File: config.mk
export PLATFORM = sky130hd
export DESIGN_NAME = rr_merge2
export DESIGN_NICKNAME = d
export VERILOG_FILES = /design/src/rtl/rr_merge2_pkg.sv /design/src/rtl/selectMux2.sv /design/src/rtl/rr_merge2.sv
export SDC_FILE = /design/constraint.sdc
export NUM_CORES = 1
export LEC_CHECK = 0
export ABC_AREA = 1
export CAP_MARGIN = 20
export CORE_MARGIN = 8
export CORE_UTILIZATION = 30
export CTS_BUF_LIST = sky130_fd_sc_hd__clkbuf_4
export DETAILED_ROUTE_END_ITERATION = 8
export GPL_TIMING_DRIVEN = 0
export MAX_ROUTING_LAYER = met4
export PLACE_DENSITY = 0.66
export SETUP_SLACK_MARGIN = 0.15
export SYNTH_ARGS = -nofsm -noshare
export SYNTH_HDL_FRONTEND = slang
export SYNTH_SLANG_ARGS = --single-unit
File: constraint.sdc
create_clock -name clk -period 1.1 [get_ports clk]
set_input_delay 0.22 -clock clk [delete_from_list [all_inputs] [get_ports clk]]
set_output_delay 0.22 -clock clk [all_outputs]
set_load 0.01 [all_outputs]
File: src/rtl/rr_merge2_pkg.sv
// Shared constants and the round-robin pick rule for the two-lane stream merge.
package rr_merge2_pkg;

    localparam logic SRC_LANE0      = 1'b0;
    localparam logic SRC_LANE1      = 1'b1;
    // Lane 1 counts as last served out of reset, so lane 0 wins the first contention.
    localparam logic LAST_GRANT_RST = SRC_LANE1;

    // Contention alternates away from the last winner; with no request the select parks.
    function automatic logic rr_pick(input logic v0, input logic v1, input logic last);
        if (v0 && v1) return ~last;
        if (v0)       return SRC_LANE0;
        if (v1)       return SRC_LANE1;
        return last;
    endfunction

endpackage

File: src/rtl/selectMux2.sv
// Two-way word select used as the steering datapath of rr_merge2.
module selectMux2 #(
    parameter int N = 18
) (
    input  logic [N-1:0] in0_i,
    input  logic [N-1:0] in1_i,
    input  logic         sel_i,
    output logic [N-1:0] out_o
);

    assign out_o = sel_i ? in1_i : in0_i;

endmodule

File: src/rtl/rr_merge2.sv
// Two-input valid/ready merge: round-robin arbiter steering selectMux2 into one output register.
module rr_merge2
    import rr_merge2_pkg::*;
#(
    parameter int N = 18
) (
    input  logic         clk,
    input  logic         rst,
    input  logic [N-1:0] in0,
    input  logic         in0_valid,
    output logic         in0_ready,
    input  logic [N-1:0] in1,
    input  logic         in1_valid,
    output logic         in1_ready,
    output logic [N-1:0] out,
    output logic         out_src,
    output logic         out_valid,
    input  logic         out_ready
);

    logic [N-1:0] out_q, out_d;
    logic         out_src_q, out_src_d;
    logic         out_valid_q, out_valid_d;
    logic         last_grant_q, last_grant_d;

    logic         can_load;
    logic         any_valid;
    logic         grant;
    logic [N-1:0] sel_word;

    always_comb begin
        any_valid = in0_valid | in1_valid;
        can_load  = ~out_valid_q | out_ready;
        grant     = rr_pick(in0_valid, in1_valid, last_grant_q);
    end

    selectMux2 #(.N(N)) u_sel (
        .in0_i (in0),
        .in1_i (in1),
        .sel_i (grant),
        .out_o (sel_word)
    );

    // Readies are held low during reset so no handshake is reported mid-reset.
    assign in0_ready = ~rst & can_load & in0_valid & (grant == SRC_LANE0);
    assign in1_ready = ~rst & can_load & in1_valid & (grant == SRC_LANE1);

    always_comb begin
        out_d        = out_q;
        out_src_d    = out_src_q;
        out_valid_d  = out_valid_q;
        last_grant_d = last_grant_q;
        if (can_load) begin
            out_valid_d = any_valid;
            if (any_valid) begin
                out_d        = sel_word;
                out_src_d    = grant;
                last_grant_d = grant;
            end
        end
    end

    always_ff @(posedge clk or posedge rst) begin
        if (rst) begin
            out_q        <= '0;
            out_src_q    <= SRC_LANE0;
            out_valid_q  <= 1'b0;
            last_grant_q <= LAST_GRANT_RST;
        end else begin
            out_q        <= out_d;
            out_src_q    <= out_src_d;
            out_valid_q  <= out_valid_d;
            last_grant_q <= last_grant_d;
        end
    end

    assign out       = out_q;
    assign out_src   = out_src_q;
    assign out_valid = out_valid_q;

endmodule
==> results.cfg <==
[cts]
clock_latency_ns = 0.31
cts_made_buffers = 3
cts_tree = done
postCtsHoldBufs = 0
cts_sinks = 21
clkTransAtPathRegs_ns = 0.13
root_buffer = clkbuf_4
cts_buffer_depth = 2
ctsHtreeMaxLevel = 1

[synthesis]
ys_warn_count = 0
syn_nets = 200
synthAdderAreaFrac = 0
synth_edf_count = 0
synth.area.top_cells = dfrtp_1, nand3_1, nand2_1
synth_compound_area_frac = 0.004180
synth-async-reset-ratio = 1.000
synth_top_cell_by_area = dfrtp_1
syn_avg_cell_area_um2 = 7.531
synth-simple-area-share = 0.4347
yosysMostFrequentCell = nand2_1
yosysTopAreaCellShare = 0.4180
ys_seq_elements = 21
yosysSeqAreaShare = 0.4399
synth_cells = 159
synth_flop_cell = dfrtp_1
yosysUniqueCellTypes = 15
synth_top_family_by_area = simple AND/OR/NAND/NOR gates
muxShareOfSynthArea = 0
synth_xor_xnor_area_share = 0
synth_common_cells = nand2_1, nand3_1, inv_1
syn-cell-area_um2 = 1197

[finish]
final_core_util = 0.5770
instances_no_fill = 300
nets = 292
n_fill_cell = 397
insertedDiodeCount = 0
area_growth_pct = 88.61
final_area_um2 = 2258
drive_gt1_frac = 0.3200

[floorplan]
die_y_um = 79.18
io_pins = 63
initial_utilization = 0.3059
die_area_um2 = 6269
fp.dieW_um = 79.18
row_count = 23
design.core.area_um2 = 3914

[timing]
skew_ns = 0.006665
tns_ns = -6.553
slew_violations = 0
hold_viol_final = 0
rsz0062_at_grt = yes
finalCriticalPeriod_ns = 1.617
worst_pin_slew_ns = 0.6069
max-slew-margin-rel = 0.5932
fmaxAchievable_ghz = 0.6185
fin_ws_ns = -0.5169
fin_crit_sh = 1.470
finalSetupViolations = 22

[detailed_routing]
firstDrtPassIters = 5
drtIter0Drc = 79
drc_errors = 0
num_vias = 1364
ant_nets = 0
routedWlPerCell_um = 14.68
wl_um = 4403
viasPerCell = 4.547

[grt]
grt.total_usage = 0.1371
grt_overflow = 0
grt_pass1_vias = 1394
gr-usage-met2 = 0.2128
grt.busiest_layer = met2
grt_max_degree = 12
use_met1 = 0.1755
groute.layer.met3.usage = 0.03837
grt_pass1_wl_um = 6796
antenna_found_initial = 0

[setup_path]
cp-end-kind = output pin
path_class = register to output pin
cpMostUsedCell = nand2_8
crit_required_ns = 0.88
cpMaxStageDelayCell = dfstp_2
crit_family = flip-flops
crit_path_cell_trace = inv_4 -> nand2_8 -> nand2_8 -> nor3_4 -> buf_2
cp.arrival_ns = 1.40
max_stage_delay_ns = 0.62
worst-path-max-fanout = 3
path_buf_inv = 2
startpoint_type = register

[run_status]
violations = negative setup slack
status = complete, but fails checks

[place]
port_buffers = 62
dpl_cell_area_um2 = 1988
gp_congestion = 0.7032
dpl.hpwl_um = 2842
dp.cells = 271

[pwr]
p_leak_nw = 1.158
finalPower_mw = 2.842
powerDensity_nw_per_um2 = 1258
ir_drop_v = 0.0006120

[run]
cap_violations = 0

[min_path]
min_path_type = input port to register
cell usage in the layout, fill, tap and decap left out:
master and instances:
buf_12 1, buf_2 15, buf_4 16, buf_6 15, buf_8 5, clkbuf_16 1, clkbuf_4 4, clkdlybuf4s50_1 38
clkinvlp_2 1, clkinvlp_4 1, dfrtp_1 20, dfstp_2 1, dlygate4sd2_1 2, inv_1 21, inv_2 1, inv_4 1
inv_8 1, nand2_1 39, nand2_2 2, nand2_4 2, nand2_8 3, nand3_1 31, nand3_2 5, nand3b_1 18
nor2_1 1, nor2_4 3, nor3_4 1, o21ai_2 1
worst min-delay path, delay by kind of cell:
kind	cells	cell delay [ns]
buf+inv	1	0.29
simple gates	2	0.19
metal layers:
layer,vias to the layer above,part of all wire
met5,-,0
met1,629,0.46
met2,45,0.47
li1,688,-
met3,2,0.070
met4,0,0.0039
cell type report:
cell class,instances,area (um2),area share
repair buffers,86,798.3,0.3535
multi-input cells,106,644.4,0.2853
flip-flops and latches,21,526.8,0.2332
inverters,25,107.6,0.04765
plain buffers,7,83.83,0.03712
well taps,50,62.56,0.02770
clock buffers,4,30.03,0.01330
repair inverters,1,5.005,0.002216
flip-flops by register name (all words and copies together) (netlist names):
name,count
last_grant_q,1
out,18
out_src,1
out_valid,1
stage by stage:
stage	setup slack, ns	hold slack [ns]
after floorplan	-0.09418	0.08271
after global placement	-1.219	0.4623
after detailed placement	-1.246	0.4682
after CTS	-0.5037	0.4029
after global routing	-0.5825	0.4350
final	-0.5169	0.4111
cell families after synthesis:
| kind of cell | count (synthesis) |
|---|---|
| buf+inv | 32 |
| simple gates | 105 |
| flops | 21 |
| compound gates | 1 |
power by group:
part           internal, mW  switching, mW  total, mW  leakage, nW
clock                 0.166          0.253      0.419       0.0184
combinational         0.749          0.642       1.39        0.888
sequential            0.933         0.0993       1.03        0.251
total                  1.85          0.994       2.84         1.16
path summary, 6_finish.rpt:
path                         startpoint      endpoint  slack [ns]  cells past startpoint
setup / recovery           last_grant_q     in0_ready       -0.52                      5
hold / removal                in0_valid     out_valid        0.41                      3
setup reg to reg           last_grant_q       out[11]       -0.32                      8
hold reg to reg                  out[4]        out[4]        0.49                      2
max in group asynchronous           rst  last_grant_q        0.30                      2
min in group asynchronous           rst       out_src        0.43                      3
what timing repair did:
item                       CTS  global route
resized for setup           99            23
gates cloned                 1             2
setup endpoints to repair   42            42
buffers inserted            13             9
pin swaps                    4             6
No activity file was read; power rests on OpenSTA's default activity.
